==> src/rtl/pe_pixel_loader.sv <==
// pe_pixel_loader: packs a serial RGB pixel stream into NUM_PIXELS-wide buses for one
// pe instance, then sequences its summing and background-removal passes with a
// Start / wait-for-done / Ack handshake. A watchdog flags a pe that never finishes.
module pe_pixel_loader #(
  parameter int NUM_PIXELS = 4,
  parameter int TIMEOUT    = 1024
) (
  input  logic                    Clk,
  input  logic                    Reset_n,
  input  logic                    pix_valid,
  output logic                    pix_ready,
  input  logic [7:0]              pix_r,
  input  logic [7:0]              pix_g,
  input  logic [7:0]              pix_b,
  output logic [8*NUM_PIXELS-1:0] red_in,
  output logic [8*NUM_PIXELS-1:0] green_in,
  output logic [8*NUM_PIXELS-1:0] blue_in,
  output logic                    Start_Sum,
  output logic                    Start_BgRemoval,
  output logic                    Ack,
  input  logic                    Qsd,
  input  logic                    Qbgd,
  output logic                    frame_done,
  output logic                    timeout_err,
  output logic                    busy
);

  localparam int CW       = (NUM_PIXELS > 1) ? $clog2(NUM_PIXELS) : 1;
  localparam int WW       = (TIMEOUT > 2) ? $clog2(TIMEOUT + 1) : 2;
  localparam int TMO_LAST = (TIMEOUT > 0) ? TIMEOUT - 1 : 0;
  localparam bit TMO_EN   = (TIMEOUT > 0);

  localparam logic [CW-1:0] PIX_LAST  = CW'(NUM_PIXELS - 1);
  localparam logic [WW-1:0] WAIT_LAST = WW'(TMO_LAST);
  localparam logic [WW-1:0] WAIT_MAX  = {WW{1'b1}};
  localparam logic [WW-1:0] WAIT_ZERO = {WW{1'b0}};

  typedef enum logic [2:0] {
    LOAD     = 3'd0,
    SUM_GO   = 3'd1,
    SUM_WAIT = 3'd2,
    BG_GO    = 3'd3,
    BG_WAIT  = 3'd4,
    DONE     = 3'd5
  } state_t;

  state_t                  state_r;
  state_t                  next_state_s;
  logic [CW-1:0]           pix_cnt_r;
  logic [WW-1:0]           wait_cnt_r;
  logic [8*NUM_PIXELS-1:0] red_r;
  logic [8*NUM_PIXELS-1:0] green_r;
  logic [8*NUM_PIXELS-1:0] blue_r;
  logic                    pix_ready_r;
  logic                    start_sum_r;
  logic                    start_bg_r;
  logic                    frame_done_r;
  logic                    timeout_err_r;
  logic                    busy_r;
  logic                    xfer_s;
  logic                    last_pix_s;
  logic                    early_s;
  logic                    tmo_s;
  logic                    ack_s;
  logic                    tmo_hit_s;

  // A pixel moves only when the loader advertises ready; ready is only ever high in LOAD.
  assign xfer_s     = pix_valid & pix_ready_r;
  assign last_pix_s = xfer_s & (pix_cnt_r == PIX_LAST);
  // The first cycle of a wait state ignores the done flag (it may be stale from the pe).
  assign early_s    = (wait_cnt_r == WAIT_ZERO);
  assign tmo_s      = TMO_EN & (wait_cnt_r == WAIT_LAST);

  // Next-state and Mealy Ack / timeout decode for the batch sequencer.
  always_comb begin
    next_state_s = state_r;
    ack_s        = 1'b0;
    tmo_hit_s    = 1'b0;
    case (state_r)
      LOAD: begin
        if (last_pix_s) begin
          next_state_s = SUM_GO;
        end else begin
          next_state_s = LOAD;
        end
      end
      SUM_GO: begin
        next_state_s = SUM_WAIT;
      end
      SUM_WAIT: begin
        if (!early_s && Qsd) begin
          ack_s        = 1'b1;
          next_state_s = BG_GO;
        end else if (tmo_s) begin
          tmo_hit_s    = 1'b1;
          next_state_s = LOAD;
        end else begin
          next_state_s = SUM_WAIT;
        end
      end
      BG_GO: begin
        next_state_s = BG_WAIT;
      end
      BG_WAIT: begin
        if (!early_s && Qbgd) begin
          ack_s        = 1'b1;
          next_state_s = DONE;
        end else if (tmo_s) begin
          tmo_hit_s    = 1'b1;
          next_state_s = LOAD;
        end else begin
          next_state_s = BG_WAIT;
        end
      end
      DONE: begin
        next_state_s = LOAD;
      end
      default: begin
        next_state_s = LOAD;
      end
    endcase
  end

  // Sequencer state register.
  always_ff @(posedge Clk or negedge Reset_n) begin
    if (!Reset_n) begin
      state_r <= LOAD;
    end else begin
      state_r <= next_state_s;
    end
  end

  // Pixel slot counter: advances per transfer, wraps after the last slot, idle outside LOAD.
  always_ff @(posedge Clk or negedge Reset_n) begin
    if (!Reset_n) begin
      pix_cnt_r <= {CW{1'b0}};
    end else if (state_r != LOAD) begin
      pix_cnt_r <= {CW{1'b0}};
    end else if (xfer_s) begin
      pix_cnt_r <= (pix_cnt_r == PIX_LAST) ? {CW{1'b0}} : pix_cnt_r + 1'b1;
    end
  end

  // Packed pixel buses: written only by transfers, held across both pe passes and batches.
  always_ff @(posedge Clk or negedge Reset_n) begin
    if (!Reset_n) begin
      red_r   <= {(8*NUM_PIXELS){1'b0}};
      green_r <= {(8*NUM_PIXELS){1'b0}};
      blue_r  <= {(8*NUM_PIXELS){1'b0}};
    end else if ((state_r == LOAD) && xfer_s) begin
      red_r[8*pix_cnt_r +: 8]   <= pix_r;
      green_r[8*pix_cnt_r +: 8] <= pix_g;
      blue_r[8*pix_cnt_r +: 8]  <= pix_b;
    end
  end

  // Wait-cycle counter: counts cycles spent in a wait state (saturating), cleared elsewhere.
  always_ff @(posedge Clk or negedge Reset_n) begin
    if (!Reset_n) begin
      wait_cnt_r <= WAIT_ZERO;
    end else if ((state_r == SUM_WAIT) || (state_r == BG_WAIT)) begin
      if (wait_cnt_r != WAIT_MAX) begin
        wait_cnt_r <= wait_cnt_r + 1'b1;
      end
    end else begin
      wait_cnt_r <= WAIT_ZERO;
    end
  end

  // Registered status/pulse outputs, each decoded from the state being entered.
  always_ff @(posedge Clk or negedge Reset_n) begin
    if (!Reset_n) begin
      pix_ready_r   <= 1'b0;
      start_sum_r   <= 1'b0;
      start_bg_r    <= 1'b0;
      frame_done_r  <= 1'b0;
      busy_r        <= 1'b0;
      timeout_err_r <= 1'b0;
    end else begin
      pix_ready_r   <= (next_state_s == LOAD);
      start_sum_r   <= (next_state_s == SUM_GO);
      start_bg_r    <= (next_state_s == BG_GO);
      frame_done_r  <= (next_state_s == DONE);
      busy_r        <= (next_state_s != LOAD);
      timeout_err_r <= timeout_err_r | tmo_hit_s;
    end
  end

  assign pix_ready       = pix_ready_r;
  assign red_in          = red_r;
  assign green_in        = green_r;
  assign blue_in         = blue_r;
  assign Start_Sum       = start_sum_r;
  assign Start_BgRemoval = start_bg_r;
  assign Ack             = ack_s;
  assign frame_done      = frame_done_r;
  assign timeout_err     = timeout_err_r;
  assign busy            = busy_r;

endmodule

==> config.mk <==
export PLATFORM = sky130hd
export DESIGN_NAME = pe_pixel_loader
export DESIGN_NICKNAME = d
export VERILOG_FILES = /design/src/rtl/pe_pixel_loader.sv
export SDC_FILE = /design/constraint.sdc
export NUM_CORES = 1
export LEC_CHECK = 0
export ABC_AREA = 1
export CAP_MARGIN = 20
export CORE_ASPECT_RATIO = 0.7
export CORE_MARGIN = 2
export CORE_UTILIZATION = 46
export CTS_BUF_LIST = sky130_fd_sc_hd__clkbuf_4 sky130_fd_sc_hd__clkbuf_8
export DETAILED_ROUTE_END_ITERATION = 6
export GPL_ROUTABILITY_DRIVEN = 0
export PLACE_DENSITY = 0.88
export REMOVE_ABC_BUFFERS = 1
export SYNTH_ARGS = -nofsm -noshare
export SYNTH_HDL_FRONTEND = slang
export SYNTH_SLANG_ARGS = --single-unit
==> constraint.sdc <==
create_clock -name Clk -period 1.7 [get_ports Clk]
set_input_delay 0.425 -clock Clk [delete_from_list [all_inputs] [get_ports Clk]]
set_output_delay 0.425 -clock Clk [all_outputs]
set_load 0.01 [all_outputs]
# [Word level (Yosys, flattened, before mapping)]
# Cells that the tools add are included.
[classes] eq_ne=11 shifts=4 bitwise_logic=3 addsub=3 mux=21 reduce_logical=11
[op_table] operator="variable part select 8 x 34 -> 32 bit" n=3
[op_table] operator="bitwise mux 32 bit" n=3
[op_table] operator="negation 5 -> 34 bit" n=1
[op_table] operator="variable shift 8 x 34 -> 32 bit (first input constant)" n=1
[op_table] operator="two-way mux 11 bit" n=2
[op_table] operator="one-hot mux 3 bit (5 select lines)" n=1
[op_table] operator="adder 11 x 1 -> 11 bit (second input constant)" n=1
[op_table] operator="== test 11 x 10 -> 1 bit (second input constant)" n=1
[op_table] operator="logical NOT 11 bit" n=1
[op_table] operator="inequality test 11 bit (second input constant)" n=1
[op_table] operator="two-way mux 2 bit" n=5
[op_table] operator="== test 3 x 2 -> 1 bit (second input constant)" n=3
[op_table] operator="== test 3 x 1 -> 1 bit (second input constant)" n=2
[op_table] operator="== test 3 bit (second input constant)" n=2
[op_table] operator="logical NOT 3 bit" n=2
[op_table] operator="two-way mux 1 bit" n=6
[op_table] operator="two-way mux 3 bit" n=2
[op_table] operator="nonzero test 3 bit" n=2
[op_table] operator="one-hot mux 1 bit (2 select lines)" n=2
[op_table] operator="logical AND 1 bit" n=3
[op_table] operator="adder 2 x 1 -> 2 bit (second input constant)" n=1
[op_table] operator="bitwise AND 1 bit" n=2
[op_table] operator="== test 2 bit (second input constant)" n=1
[op_table] operator="inequality test 2 x 1 -> 1 bit (second input constant)" n=1
[op_table] operator="other kinds (4)" n=4
[totals] out_inout_bits=103 wordCells=65 register_bits=118

# [Logic depth before layout (Yosys ltp)]
# Gate-level depths: netlist of run 1.
[depth] ltp_word=6 ltp_mapped=11 ltp_nobuf=11

# [Worst setup path after synthesis of run 1]
# No wires, ideal clock.
[synth_path] path_type="reg2reg" start="reg pix_cnt_r[0]" end="reg blue_r[10], in the netlist blue_in[10]" period_less_slack_ns=1.838 setup_slack_ns=-0.138 arrival_time_ns=1.765 setup_ns=0.073 path_buffers=2 path_stages_with_launch=9 path_cell_list="dfrtp_1 > buf_2 > inv_1 > ha_1 > inv_2 > nor2_1 > clkbuf_1 > nand2_1 > a21oi_2"
[synth_via] elab_chain_len=3 elab_cells_between_ends=4
[synth_rtl] element="start: declaration" line="49" text="logic [CW-1:0] pix_cnt_r;"
[synth_rtl] element="start signal: assignment" line="136" text="pix_cnt_r <= {CW{1'b0}};"
[synth_rtl] element="start signal: assignment" line="138" text="pix_cnt_r <= {CW{1'b0}};"
[synth_rtl] element="start signal: assignment" line="140" text="pix_cnt_r <= (pix_cnt_r == PIX_LAST) ? {CW{1'b0}} : pix_cnt_r + 1'b1;"
[synth_rtl] element="negation 5 -> 34 bit *" line="153" text="blue_r[8*pix_cnt_r +: 8] <= pix_b;"
[synth_rtl] element="variable part select 8 x 34 -> 32 bit or variable shift 8 x 34 -> 32 bit (tied branches)" line="153"
[synth_rtl] element="bitwise mux 32 bit *" line="153"
[synth_rtl] element="end signal: assignment" line="149" text="blue_r <= {(8*NUM_PIXELS){1'b0}};"
[synth_rtl] element="end signal: indexed assignment" line="153"
[synth_rtl] element="end: declaration" line="53" text="logic [8*NUM_PIXELS-1:0] blue_r;"
# Every way passes the cells marked *; elsewhere a longest branch is shown, timed or not.
# A chain may end at the register's enable or synchronous reset.

# [Final worst setup path of run 1]
[layout_path] start="reg wait_cnt_r[1]" end="out Ack"
[layout_via] elab_chain_len=5 elab_cells_between_ends=7
[layout_rtl] element="start: declaration" line="50" text="logic [WW-1:0] wait_cnt_r;"
[layout_rtl] element="start signal: assignment" line="163" text="wait_cnt_r <= wait_cnt_r + 1'b1;"
[layout_rtl] element="logical NOT 11 bit *" line="71" text="assign early_s = (wait_cnt_r == WAIT_ZERO);"
[layout_rtl] element="logical NOT 1 bit *" line="91, 105"
[layout_rtl] element="logical AND 1 bit, on equally long branches" line="105, 91"
[layout_rtl] element="two-way mux 1 bit, on equally long branches" line="105, 91"
[layout_rtl] element="one-hot mux 1 bit (2 select lines) *" line="79" text="case (state_r)"
[layout_rtl] element="end: declaration" line="20" text="output logic Ack,"
# Marked as above.

==> results.json, run 1 <==
{
  "via_per_inst": 6.01,
  "cpPeakStageDelay_ps": 420,
  "io_pins": 132,
  "drive_gt1_frac": 0.313,
  "critPathArrivalTime_ps": 1690,
  "pwr_density_cell_mw_per_mm2": 1810,
  "vdd_drop_max_v": 0.00113,
  "crit_family": "simple AND/OR/NAND/NOR gates",
  "critPathBufInv": 2,
  "initial_core_util": 0.477,
  "die_y_um": 93.7,
  "period_minus_slack_ps": 2120,
  "synth_seq_cells": 118,
  "end_kind": "output port",
  "worst_pin_slew_ps": 501,
  "crit_chain": "inv_2 -> ha_4 -> nand2_2 -> nor2_2 -> nand2_2 -> nand3_2 -> nand2_1 -> buf_2",
  "routed_wl_mm": 21.6,
  "htree_levels": 4,
  "synth_ff_type": "dfrtp_1",
  "timing.final.ws_setup_ps": -416,
  "syn_avg_cell_area_um2": 8.94,
  "area_growth_pct": 58.6,
  "worstHoldPathType": "primary input to asynchronous set/reset pin",
  "path_max_fanout": 3,
  "cp_num_cells": 8,
  "dr.first_iter.drc_count": 884,
  "rsz0062_at_grt": "true",
  "synth_compound_area_frac": 0.147,
  "power.leakage_nw": 4.06,
  "antenna_cells": 0,
  "chipWidth_um": 132,
  "hpwlAfterDp_mm": 11.5,
  "syn-cell-area_mm2": 0.00529,
  "worst_path_max_delay_cell": "dfrtp_1",
  "timing.final.crit_share": 1.24,
  "cp-start-kind": "flop",
  "r2r_slack_ps": -250,
  "grt_start_max_net_pins": 54,
  "async_flop_share": 1.00,
  "yosysSeqAreaShare": 0.559,
  "worstReg2RegStart": "state_r[0]$_DFF_PN0_",
  "io_buffers": 131,
  "max_clock_freq_mhz": 473,
  "synth_top_family_by_area": "simple AND/OR/NAND/NOR gates",
  "die_area_mm2": 0.0124,
  "clk_pin_slew_ps": 90,
  "insertion_delay_ps": 460,
  "synth-edff-count": 0,
  "drv_slew": 0,
  "synth_cells": 591,
  "grt_pass1_vias": 5168,
  "vias": 5731,
  "grt_pass1_wl_mm": 26.9,
  "num_rows": 32,
  "cts_tree": "done",
  "critical_path_class": "flop to output port",
  "antenna_found_initial": 0,
  "place_area_mm2": 0.00715,
  "wl_per_cell_um": 22.6,
  "cts_root_buf": "clkbuf_8",
  "cp-startpoint": "wait_cnt_r[1]$_DFFE_PN0P_",
  "hold_viol_final": 0,
  "yosysUniqueCellTypes": 31,
  "track_usage": 0.282,
  "post-route-drc-count": 0,
  "synth_xor_area_frac": 0.00166,
  "yosys.area_share.adder": 0.0166,
  "synthMuxAreaShare": 0,
  "clockBufferDepth": 2,
  "yosys_warnings": 0,
  "cp.required_ps": 1270,
  "crit_end": "Ack",
  "final_nets": 824,
  "cts_sinks": 118,
  "setup_viol": 73,
  "violations": "setup timing",
  "path_common_cell": "nand2_2",
  "fillCellCount": 632,
  "cts_inserted_buffers": 17,
  "max_cap_viol_count": 0,
  "gr-total-overflow": 0,
  "ant_nets": 0,
  "stdcell_area_mm2": 0.00838,
  "slew_headroom": 0.664,
  "fin_skew_ps": 15.0,
  "coreArea_mm2": 0.0111,
  "outcome": "finished, violations left",
  "finalHoldWorstSlack_ps": 368,
  "rr_worst_depth": 11,
  "firstDrtPassIters": 6,
  "synth-simple-area-share": 0.211,
  "timing.rr.end": "blue_in[18]$_DFFE_PN0P_"
}
==> synthesized netlist by cell type, types with 7 or more instances <==
master | instances | area (um2)
nand2_1 | 146 | 548
dfrtp_1 | 118 | 2950
nor2_1 | 67 | 251
o21ai_0 | 45 | 225
inv_1 | 43 | 161
a21oi_1 | 34 | 170
nand3_1 | 28 | 140
o31ai_1 | 22 | 165
a21oi_2 | 18 | 158
clkbuf_1 | 11 | 41.3
buf_2 | 9 | 45.0
ha_1 | 7 | 87.6
==> state kept, by name, summed over array words and instances, names as in the netlist <==
register and count:
Start_BgRemoval 1, Start_Sum 1, blue_in 32, busy 1, frame_done 1, green_in 32
pix_cnt_r 2, pix_ready 1, red_in 32, state_r 3, timeout_err 1, wait_cnt_r 11
==> what timing repair did <==
item | in CTS | in global routing
gates cloned | 1 | 8
endpoints found under the hold margin | 13 | 0
buffers inserted | 4 | 18
pin swaps | 8 | 9
endpoints found under the setup margin | 119 | 67
hold buffers | 1 | 0
gates resized for setup | 126 | 153
==> cells in the final DEF, fill, tap and decap left out, drive strengths merged <==
cell type | synthesis | final
clkinvlp | 0 | 5
xor2 | 1 | 1
bufinv | 0 | 2
dlygate4sd3 | 0 | 1
nor2 | 75 | 75
inv | 46 | 46
ha | 7 | 7
nand3 | 28 | 28
o21bai | 1 | 1
nand2 | 149 | 149
o21ai | 45 | 45
buf | 19 | 72
dlygate4sd2 | 0 | 102
a21oi | 52 | 52
dfrtp | 118 | 118
a31oi | 4 | 4
nand4 | 1 | 1
clkbuf | 11 | 26
a211oi | 1 | 1
nor3 | 8 | 8
clkdlybuf4s50 | 0 | 27
o41ai | 1 | 1
o211ai | 1 | 1
or2 | 1 | 1
clkinv | 0 | 5
o31ai | 22 | 22
==> how the worst min path moves through the flow <==
stage,endpoint,cells after the start,slack (ps)
after floorplan,Start_BgRemoval$_DFF_PN0_,0,130
after global placement,Start_BgRemoval$_DFF_PN0_,1,300
after detailed placement,frame_done$_DFF_PN0_,1,310
after CTS,frame_done$_DFF_PN0_,2,390
after global routing,timeout_err$_DFF_PN0_,2,380
final,timeout_err$_DFF_PN0_,2,370
==> cells by family (layout without fill, tap and decap cells) <==
logic type	after synthesis	count (layout)
AOI/OAI and AO/OA	127	127
adders and majority gates	7	7
DFF	118	118
and+or+nand+nor	262	262
xor gates and xnor gates	1	1
buffers and inverters	76	286
==> area by class of cell <==
| cell class | instances | area [um2] | share of cell area |
|---|---|---|---|
| inverter | 46 | 180 | 0.0215 |
| tap | 153 | 191 | 0.0228 |
| sequential | 118 | 2950 | 0.352 |
| timing repair buffer | 208 | 2120 | 0.253 |
| multi-input combinational | 397 | 2540 | 0.303 |
| clock inverter | 12 | 126 | 0.0151 |
| clock buffer | 20 | 275 | 0.0328 |
==> metrics by stage <==
stage | setup slack (ps) | cells | util | total power (W) | setup TNS, ps
finish | -416 | 954 | 0.756 | 0.0152 | -7020
global route | -467 | 954 | 0.756 | 0.0157 | -10110
CTS | -287 | 931 | 0.680 | 0.0129 | -287
detailed placement | -363 | 893 | 0.645 | 0.0107 | -16790
global placement | -335 | 893 | 0.645 | 0.0104 | -12690
floorplan | -757 | 561 | - | 0.00716 | -50180
==> power breakdown <==
group | switching [W] | internal [W]
combinational | 0.00461 | 0.00334
sequential | 0.000798 | 0.00374
clock | 0.00126 | 0.00141
==> layer usage <==
| metal | GRT usage | up-vias | routed length [um] |
|---|---|---|---|
| met2 | 0.464 | 506 | 10300 |
| met5 | 0 | - | 0 |
| met1 | 0.349 | 2769 | 7860 |
| li1 | - | 2329 | - |
| met3 | 0.0653 | 127 | 2190 |
| met4 | 0.151 | 0 | 1200 |
Note: power is estimated with default switching activity, not from simulation.
==> run 2, diff against run 1 <==
==> constraint.sdc (replaced) <==
create_clock -name Clk -period 1.8 [get_ports Clk]
set_input_delay 0.45 -clock Clk [delete_from_list [all_inputs] [get_ports Clk]]
set_output_delay 0.45 -clock Clk [all_outputs]
set_load 0.1 [all_outputs]
==> run 2 against run 1 <==
Net effect: the flow still finishes with violations (setup timing); non-clock buffer count decreased by 31; worst setup slack lost 5.6 ps; critical path depth stayed put; global-route usage up 3.6 points; wire length is 6.5% lower; first-iteration DRC count decreased by 19%; flip-flop and latch count unchanged; worst hold slack improved by 83 ps; via count decreased by 4.5%; count of clock-buffer cells in the layout down 1; register-to-register slack improved by 30 ps; utilization is 2.2 points higher; largest cell class unchanged.
==> results.json, run 2 (same netlist as run 1, synthesis figures left out) <==
{
  "slew_headroom": 0.529,
  "cpPeakStageDelay_ps": 400,
  "drive_gt1_frac": 0.319,
  "critical_path_class": "flop to output port",
  "grt_start_max_net_pins": 44,
  "path_max_fanout": 3,
  "antenna_found_initial": 0,
  "wl_per_cell_um": 21.9,
  "cts_tree": "done",
  "die_y_um": 93.7,
  "final_cell_mix": "141 x nand2_1, 115 x dfrtp_1, 112 x buf_12",
  "cts_inserted_buffers": 17,
  "critPathArrivalTime_ps": 1770,
  "path_common_cell": "nand2_2",
  "io_buffers": 131,
  "max_clock_freq_mhz": 450,
  "hpwlAfterDp_mm": 12.4,
  "vias": 5473,
  "multiInputGateArea_mm2": 0.00213,
  "initial_core_util": 0.477,
  "die_area_mm2": 0.0124,
  "rsz0062_at_grt": "true",
  "insertion_delay_ps": 470,
  "io_pins": 132,
  "hold_viol_final": 0,
  "fin_skew_ps": 24.0,
  "ant_nets": 0,
  "drv_slew": 0,
  "cp-start-kind": "flop",
  "area_growth_pct": 63.3,
  "gr-total-overflow": 0,
  "grt_pass1_vias": 5302,
  "finalHoldWorstSlack_ps": 450,
  "cp.required_ps": 1350,
  "worstHoldPathType": "primary input to asynchronous set/reset pin",
  "coreArea_mm2": 0.0111,
  "htree_levels": 4,
  "final_common_cell": "nand2_1",
  "grt_pass1_wl_mm": 29.8,
  "via_per_inst": 5.93,
  "end_kind": "output port",
  "period_minus_slack_ps": 2220,
  "cts_root_buf": "clkbuf_8",
  "track_usage": 0.317,
  "max_cap_viol_count": 0,
  "cts_sinks": 118,
  "antenna_cells": 0,
  "chipWidth_um": 132,
  "final_nets": 793,
  "dr.first_iter.drc_count": 714,
  "num_rows": 32,
  "crit_chain": "inv_2 -> ha_4 -> nand2_2 -> nor2_2 -> nand2_2 -> nand3_2 -> nand2_2 -> buf_12",
  "fillCellCount": 590,
  "timing.final.crit_share": 1.23,
  "routed_wl_mm": 20.2,
  "setup_viol": 4,
  "post-route-drc-count": 0,
  "firstDrtPassIters": 5,
  "violations": "setup timing",
  "timing.final.ws_setup_ps": -421,
  "clk_pin_slew_ps": 80,
  "clockBufferDepth": 2,
  "worst_pin_slew_ps": 701,
  "worst_path_max_delay_cell": "dfrtp_1",
  "outcome": "finished, violations left",
  "regArea_mm2": 0.00296
}
run 2: changes by cell type in the layout (fill, tap and decap cells not counted), sizes merged:
| cell | before | now |
|---|---|---|
| dlygate4sd2 | 102 | 0 |
| buf | 72 | 149 |
| clkbuf | 26 | 19 |
| clkinvlp | 5 | 4 |
| clkinv | 5 | 7 |
| bufinv | 2 | 1 |
| inv | 46 | 47 |
run 2: path summary, 6_finish.rpt:
path,from,to,slack (ps),cells past startpoint
max,wait_cnt_r[0]$_DFFE_PN0P_,Ack,-420,8
max reg2reg,pix_cnt_r[0]$_DFFE_PN0P_,blue_in[29]$_DFFE_PN0P_,-220,6
min in group Clk,red_in[25]$_DFFE_PN0P_,red_in[25]$_DFFE_PN0P_,560,2
min,Reset_n,wait_cnt_r[0]$_DFFE_PN0P_,450,2
max in group asynchronous,Reset_n,red_in[30]$_DFFE_PN0P_,750,3
min reg2reg,red_in[25]$_DFFE_PN0P_,red_in[25]$_DFFE_PN0P_,560,2
run 2: repair_timing:
action	in CTS	in global routing
endpoints found under the setup margin	27	38
hold endpoints to repair	16	0
pin swaps	3	13
gates resized for setup	22	20
hold buffers	1	0
buffers inserted	9	7
cloned	0	0
run 2: worst max-delay path: cells and delay by family, from the launching register on:
family | cells | cell delay [ps]
adder cells (fa/ha/maj) | 1 | 140
flip-flops | 1 | 400
AND/OR/NAND/NOR | 5 | 520
buffers and inverters | 2 | 250
run 2: metal layers:
layer / GRT usage / vias up / routed length, um / part of all wire
met3: 0.0852 / 113 / 2020 / 0.10
met1: 0.391 / 2646 / 7210 / 0.36
li1: - / 2259 / - / -
met2: 0.527 / 455 / 9740 / 0.48
met4: 0.149 / 0 / 1200 / 0.059
met5: 0 / - / 0 / 0
run 2: metrics by stage:
stage | std cells | TNS (ps) | worst slack (ps) | instance area [um2] | utilization
finish | 923 | -675 | -421 | 8630 | 0.778
global route | 923 | -862 | -438 | 8630 | 0.778
CTS | 917 | -314 | -307 | 8500 | 0.766
detailed placement | 875 | -6940 | -156 | 7990 | 0.721
global placement | 875 | -2800 | -56.3 | 7990 | 0.721
floorplan | 561 | -45360 | -657 | 5110 | -
run 2: area by class of cell:
cell class                 instances  share of cell area
clock buffer                      19              0.0296
clock inverter                    13              0.0125
inverter                          46              0.0206
multi-input combinational        397               0.247
sequential                       118               0.343
tap                              153              0.0222
timing repair buffer             177               0.325
Power of run 2 is left out: the tool's default activity adds up to more than one toggle a clock period on the data nets, which glitch-free logic cannot reach.
